`src/rtl/fetch_pkg.sv`:
```
// rtl/fetch_pkg.sv - shared mode encoding, PC step constants and prefetch queue entry
package fetch_pkg;

  typedef enum logic {
    MODE_ARM   = 1'b0,
    MODE_THUMB = 1'b1
  } mode_t;

  localparam int unsigned PC_STEP_ARM   = 4;
  localparam int unsigned PC_STEP_THUMB = 2;

  // Entry fields are sized for the widest build; narrower tops zero-extend into them.
  localparam int unsigned ENTRY_DATA_W = 64;
  localparam int unsigned ENTRY_ADDR_W = 32;

  typedef struct packed {
    logic [ENTRY_DATA_W-1:0] instr;
    logic [ENTRY_ADDR_W-1:0] pc;
    mode_t                   mode;
  } fetch_entry_t;

  function automatic int unsigned pc_step(mode_t m);
    return (m == MODE_THUMB) ? PC_STEP_THUMB : PC_STEP_ARM;
  endfunction

endpackage

```
`src/rtl/fetch_fifo.sv`:
```
// rtl/fetch_fifo.sv - prefetch entry queue with flush and wrap-around pointers
module fetch_fifo
  import fetch_pkg::*;
#(
  parameter int DEPTH = 4
) (
  input  logic                     CLK,
  input  logic                     RESET_N,
  input  logic                     push,
  input  fetch_entry_t             wdata,
  input  logic                     pop,
  input  logic                     flush,
  output fetch_entry_t             head,
  output logic [$clog2(DEPTH):0]   count
);

  localparam int PTR_W = $clog2(DEPTH);
  localparam int CNT_W = PTR_W + 1;

  fetch_entry_t     mem [DEPTH];
  logic [PTR_W-1:0] wptr;
  logic [PTR_W-1:0] rptr;

  // Storage is cleared on reset so the head reads as all-zero until the first push.
  always_ff @(posedge CLK or negedge RESET_N) begin
    if (!RESET_N) begin
      wptr  <= '0;
      rptr  <= '0;
      count <= '0;
      for (int i = 0; i < DEPTH; i++) mem[i] <= '0;
    end else if (flush) begin
      wptr  <= '0;
      rptr  <= '0;
      count <= '0;
    end else begin
      if (push) begin
        mem[wptr] <= wdata;
        wptr      <= wptr + PTR_W'(1);
      end
      if (pop) rptr <= rptr + PTR_W'(1);
      case ({push, pop})
        2'b10:   count <= count + CNT_W'(1);
        2'b01:   count <= count - CNT_W'(1);
        default: ;
      endcase
    end
  end

  assign head = mem[rptr];

endmodule

```
`src/rtl/fetch_prefetch_queue.sv`:
```
// rtl/fetch_prefetch_queue.sv - instruction prefetcher: one outstanding read feeding a DEPTH-entry queue
module fetch_prefetch_queue
  import fetch_pkg::*;
#(
  parameter int                DATA_W   = 32,
  parameter int                ADDR_W   = 10,
  parameter int                DEPTH    = 4,
  parameter logic [ADDR_W-1:0] RESET_PC = '0
) (
  input  logic                       CLK,
  input  logic                       RESET_N,
  output logic                       MEM_REQ,
  output logic [ADDR_W-1:0]          MEM_ADDR,
  input  logic                       MEM_ACK,
  input  logic [DATA_W-1:0]          MEM_RDATA,
  input  logic                       REDIRECT,
  input  logic [ADDR_W-1:0]          REDIRECT_PC,
  input  logic                       THUMB,
  output logic [DATA_W-1:0]          IR,
  output logic [ADDR_W-1:0]          IR_PC,
  output logic                       IR_THUMB,
  output logic                       FETCH_EN,
  input  logic                       IR_READY,
  output logic [$clog2(DEPTH):0]     COUNT
);

  localparam int CNT_W = $clog2(DEPTH) + 1;

  logic [ADDR_W-1:0] pc;
  mode_t             mode;
  logic              push;
  logic              pop;
  logic [DATA_W-1:0] instr;
  fetch_entry_t      push_entry;
  fetch_entry_t      head;
  logic              head_unused;

  // Dropping MEM_REQ cancels the access, so an ACK only counts while we are requesting.
  assign MEM_REQ  = RESET_N && !REDIRECT && (COUNT < CNT_W'(DEPTH));
  assign MEM_ADDR = {pc[ADDR_W-1:2], 2'b00};
  assign push     = MEM_REQ && MEM_ACK;
  assign pop      = FETCH_EN && IR_READY && !REDIRECT;

  always_comb begin
    instr = MEM_RDATA;
    if (mode == MODE_THUMB) instr = DATA_W'(pc[1] ? MEM_RDATA[31:16] : MEM_RDATA[15:0]);
  end

  assign push_entry = '{instr: ENTRY_DATA_W'(instr), pc: ENTRY_ADDR_W'(pc), mode: mode};

  always_ff @(posedge CLK or negedge RESET_N) begin
    if (!RESET_N) begin
      pc   <= RESET_PC;
      mode <= MODE_ARM;
    end else if (REDIRECT) begin
      pc   <= THUMB ? {REDIRECT_PC[ADDR_W-1:1], 1'b0} : {REDIRECT_PC[ADDR_W-1:2], 2'b00};
      mode <= mode_t'(THUMB);
    end else if (push) begin
      pc   <= pc + ADDR_W'(pc_step(mode));
    end
  end

  fetch_fifo #(
    .DEPTH (DEPTH)
  ) u_fifo (
    .CLK     (CLK),
    .RESET_N (RESET_N),
    .push    (push),
    .wdata   (push_entry),
    .pop     (pop),
    .flush   (REDIRECT),
    .head    (head),
    .count   (COUNT)
  );

  assign IR          = head.instr[DATA_W-1:0];
  assign IR_PC       = head.pc[ADDR_W-1:0];
  assign IR_THUMB    = (head.mode == MODE_THUMB);
  assign FETCH_EN    = (COUNT != '0);
  assign head_unused = ^head;

endmodule

```
`config.mk`:
```
export PLATFORM = sky130hd
export DESIGN_NAME = fetch_prefetch_queue
export DESIGN_NICKNAME = d
export VERILOG_FILES = /design/src/rtl/fetch_pkg.sv /design/src/rtl/fetch_fifo.sv /design/src/rtl/fetch_prefetch_queue.sv
export SDC_FILE = /design/constraint.sdc
export NUM_CORES = 1
export LEC_CHECK = 0
export CAP_MARGIN = 5
export CORE_MARGIN = 8
export CORE_UTILIZATION = 50
export DETAILED_ROUTE_END_ITERATION = 8
export GPL_TIMING_DRIVEN = 0
export PLACE_DENSITY = 0.74
export SYNTH_ARGS = -nofsm -noshare
export SYNTH_HDL_FRONTEND = slang
export SYNTH_HIERARCHICAL = 1
export SYNTH_SLANG_ARGS = --single-unit
```
`constraint.sdc`:
```
create_clock -name CLK -period 6.5 [get_ports CLK]
set_input_delay 0.65 -clock CLK [delete_from_list [all_inputs] [get_ports CLK]]
set_output_delay 0.65 -clock CLK [all_outputs]
set_load 0.01 [all_outputs]
```
Word level (Yosys, flattened, before mapping). Cells that the tools add are included.

Logic and storage cells: 61. Output and inout port bits: 58. Flip-flop bits (word level): 406.

Order comparisons: 4. Equal/unequal tests: 2. Bitwise gates (word level): 3. Add/sub/neg operators: 5. Multiplexer cells: 18. Reduce and logical (&&, ||, !) cells: 12.

Operators with widths (number): bitwise mux 388 bit (1); binary-select mux 97 bit (select 2 bit) (1); demux 97 bit (select 2 bit) (1); 2-to-1 mux 65 bit (2); 2-to-1 mux 97 bit (1); 2-to-1 mux 32 bit (1); 2-to-1 mux 10 bit (2); 2-to-1 mux 16 bit (1); adder 10 x 3 -> 10 bit (1); 2-to-1 mux 2 bit (5); >= comparator 3 bit, second input constant (2); logical AND 1 bit (6); 2-to-1 mux 3 bit (2); NOT 2 -> 3 bit (2); case mux 3 bit (2 select lines) (1); nonzero test 3 bit (2); adder 2 x 1 -> 2 bit, second input constant (2); nonzero test 2 bit (2); adder 3 x 1 -> 3 bit, second input constant (1); < comparator 3 x 1 -> 1 bit, second input constant (1); < comparator 3 bit, second input constant (1); subtractor 3 x 1 -> 3 bit, second input constant (1); equality test 2 x 1 -> 1 bit, second input constant (1); equality test 2 bit, second input constant (1); 3 further kinds (3).

Depth between registers and ports, before layout.
Depth in word-level cells: 7. Mapped depth: 9. Depth with buffers taken out: 7.

Hierarchy. The synthesis kept the hierarchy.

By module, submodules not included: fetch_fifo (instances 1, seq. area each 9884.5 um2, cells an instance 977, area an instance 17584.4 um2); fetch_prefetch_queue (instances 1, seq. area each 250.2 um2, cells an instance 111, area an instance 1009.7 um2).

Worst setup path before layout. OpenSTA, ideal clock, no wires.

Kind: input to register. Start: input port REDIRECT. End: register u_fifo/mem[260] in the netlist's numbering. Arrival time: 2.149 ns. Required time: 6.375 ns. Setup slack: 4.226 ns. Stages on the path: 9. Library setup time: 0.125 ns. Path through: nor4bb_1 buf_2 buf_4 nor2b_4 buf_6 nand2_4 buf_6 buf_6 mux2_4.

Cells in the longest elaborated chain, start to end: 5. Elaborated cells on any way between the ends: 6. Those cells by class: 1 x bitwise; 5 x reduce/logical.

Ends and longest elaborated chain: start: declaration (line fetch_prefetch_queue.sv:16) `input logic REDIRECT,`; logical NOT 1 bit (line fetch_prefetch_queue.sv:39) `assign MEM_REQ = RESET_N && !REDIRECT && (COUNT < CNT_W'(DEPTH));`; logical AND 1 bit (2 in a row) (line fetch_prefetch_queue.sv:39); logical AND 1 bit (line fetch_prefetch_queue.sv:41) `assign push = MEM_REQ && MEM_ACK;`; named net push (line fetch_prefetch_queue.sv:31) `logic push;`; AND reduction 2 bit (no line); end signal: indexed assignment (line fetch_fifo.sv:37) `mem[wptr] <= wdata;`; end: declaration (line fetch_fifo.sv:20) `fetch_entry_t mem [DEPTH];`.

The timed path passes the listed nets, and every way through them passes these cells. A chain may end at the register's enable or synchronous reset.

Final worst setup path.
Start: input port RESET_N. End: output port MEM_REQ.

Cells in the longest elaborated chain, start to end: 2.

Ends and longest elaborated chain: start: declaration (line fetch_prefetch_queue.sv:11) `input logic RESET_N,`; logical AND 1 bit (2 in a row) (line fetch_prefetch_queue.sv:39); end: declaration (line fetch_prefetch_queue.sv:12) `output logic MEM_REQ,`.

Every way passes these cells.

==> impl.org <==
** Timing
- The final max-slew violation count came to 0.
- Slew Limit Headroom :: 0.489
- Count of final setup violators :: 0
- For this run, the top clock speed supported by timing is between 200 and 300 MHz.
- Min Clock Period, post-route :: between 3000 and 4000 ps
- Clock skew after layout :: 14.7 ps
- Dividing the final minimum period by the clock period gives 0.527.
- On the final layout, the worst hold slack is ~190 ps.
- Setup repair after global routing left no endpoint under its margin.
- Final Hold Violating Endpoints :: 0
- For the pin with the worst max-slew slack, the measured transition is 766 ps.

** Die
- Die Wd :: 150 um
- Count of standard-cell rows :: 49
- For this design the top-level I/O count stands at between 100 and 150.
- Die area :: 22,600 um^2
- Initial Utilization :: 0.507
- Chip Height :: 150 um
- The core region is 17,800 um^2.

** Route
- Vias per cell :: 5.51
- Summed over all layers, the routed wires come to slightly above 20,000 um.
- Detail-routed net length per standard cell :: 21.2 um
- In this run, the number of DRC markers left after iteration 0 of detailed routing was 267.
- Routed via count :: 5,241
- In the routed design, unresolved DRC markers number 0.
- Post-detailed-route count of antenna-violating nets :: 0
- The pre-antenna-repair detailed-routing pass consisted of 4 iterations.

** Worst setup path
- Worst setup path startpoint :: RESET_N
- Critical register-to-register path startpoint :: mode
- STA classifies the critical path startpoint as an input pin.
- For the worst setup path, the data required time is around 5900 ps.
- Data arrival at the endpoint of the critical path :: between 2000 and 3000 ps
- CP max FO :: between 100 and 150
- The worst setup path is of the in2out kind.
- Type of element capturing the critical path :: output port

** Power and ir drop
- For this design the total switching power over the nets is 0.000804 W.
- Of the total power, the clock network draws 0.327.
- Fraction of power consumed by combinational cells :: 0.217
- Maximum VDD drop :: 0.188 mV
- The share of total power dissipated in sequential elements is 0.456.
- Net switching fraction of the power :: 0.267
- Total power density per cell area :: 275 nW/um^2
- Internal power comes to 0.00221 W.
- The analysis attributes to cell leakage a power of 5.18 nW.

** Place
- Half-perimeter wire length of the detailed placement result :: 14,500 um
- Count of buffers from port buffering :: 102
- Once placement completed, the tool counted placed cells totaling roughly 900.
- Final weighted congestion in routability-driven placement :: 0.767

** CTS
- Clock Latency Late Sink :: 430 ps
- Clock tree from TritonCTS :: built
- Maximum level of the CTS H-tree :: 4
- Number of hold buffers added after cts :: 0
- Number of clock sinks seen by CTS :: 189
- After clock tree synthesis, the setup repair step added 0 buffers.
- Maximum root-to-sink buffer count :: 2
- Buffer cell driving the clock tree root :: sky130_fd_sc_hd__clkbuf_16
- Clock transition at the register clock pins on the worst setup and hold paths after CTS :: 70 ps
- Number of cells upsized or downsized after cts :: 0
- TritonCTS buffer count :: 17

** Global route
- Entering global routing, the biggest net connects 116 pins.
- The number of global-route vias before repair is 5,868.
- For this run the aggregate overflow at the end of global routing stands at 0.
- Number of antenna violations at the first check in global routing :: 0
- The first global-routing pass estimated 32,400 um of wire.
- For this run, the total global-route usage over all layers was measured as 0.188.

** Outcome
- The run finished with clean final reports.

** Layout
- Ratio of cells with drive above 1 in the final layout :: 0.454
- The library cell used most frequently in the layout, excluding fill and tap cells, is sky130_fd_sc_hd__dfrtp_1.
- After the last flow step, the layout net total stands at between 700 and 800.
- Finished Layout Cells :: 952
- Number of diodes :: 0
- Commonest cells after routing, fill and taps aside :: 189 x sky130_fd_sc_hd__dfrtp_1, 162 x sky130_fd_sc_hd__mux2_2, 101 x sky130_fd_sc_hd__clkdlybuf4s50_1
- Number of filler cells placed in the layout :: 1,349
- Relative to the synthesized area, the layout overhead comes to 21.2%.

** Logic synthesis
- Synthesis warning total :: 6
- Area of the mapped netlist :: roughly 9000 um^2
- Number of instances in the synthesized netlist :: 583
- Avg Cell Area, Syn :: 15.5 um^2

** Flow run
- Max-cap viol count :: 0

** Worst hold path
- The min-delay analysis places its worst path in the category in2async.
[registers in the layout (all words and copies together), names as in the netlist]
signal,flops
pc,9
mode,1
u_fifo/mem,172
u_fifo/count,3
u_fifo/wptr,2
u_fifo/rptr,2
[power groups by stage]
stage	logic, W	clock network, W	registers [W]
floorplan	0.000369	0	0.00137
global placement	0.000649	0	0.00138
detailed placement	0.000664	0	0.00140
CTS	0.000668	0.00101	0.00137
global route	0.000704	0.00106	0.00139
finish	0.000654	0.000984	0.00137
[stage by stage]
stage / utilization / setup TNS, ps / power, W / area, um^2 / worst slack (ps)
6_report: 0.614 / 0 / 0.00301 / 11000 / 3070
4_1_cts: 0.614 / 0 / 0.00305 / 11000 / 3000
3_5_place_dp: 0.583 / 0 / 0.00206 / 10400 / 2930
5_1_grt: 0.614 / 0 / 0.00315 / 11000 / 2860
3_3_place_gp: 0.581 / -936200 / 0.00203 / 10400 / -2610
2_1_floorplan: - / 0 / 0.00174 / 9060 / 4240
[path summary, 6_finish.rpt]
kind	to	slack (ps)	cells after the start
worst max-delay path	MEM_REQ	3070	5
worst min-delay path	u_fifo/mem[240]	190	1
worst max register to register	pc[8]	3740	8
worst min register to register	u_fifo/mem[352]	500	1
max in group asynchronous	u_fifo/mem[61]	5360	2
min in group CLK	u_fifo/mem[352]	500	1
[layout make-up]
class	count	area, um^2	area share
sequential	189	4730	0.432
multi-input combinational	333	3930	0.359
timing repair buffer	103	1050	0.0962
clock buffer	17	425	0.0388
buffer	62	382	0.0348
tap	229	287	0.0262
clock inverter	15	129	0.0118
inverter	4	15.0	0.00137
[critical path, stage by stage]
cell and delay [ps]:
sky130_fd_sc_hd__buf_8 430, sky130_fd_sc_hd__buf_16 480, sky130_fd_sc_hd__or3b_4 500, sky130_fd_sc_hd__inv_1 80
sky130_fd_sc_hd__clkdlybuf4s50_1 540
[metal layers]
metal,vias to the layer above,GRT usage,share of wire
met5,-,0,0
met4,0,0.0535,0.012
met1,2785,0.241,0.43
met3,17,0.0463,0.042
li1,2342,-,-
met2,97,0.312,0.51
No activity file was read; power rests on OpenSTA's default activity.
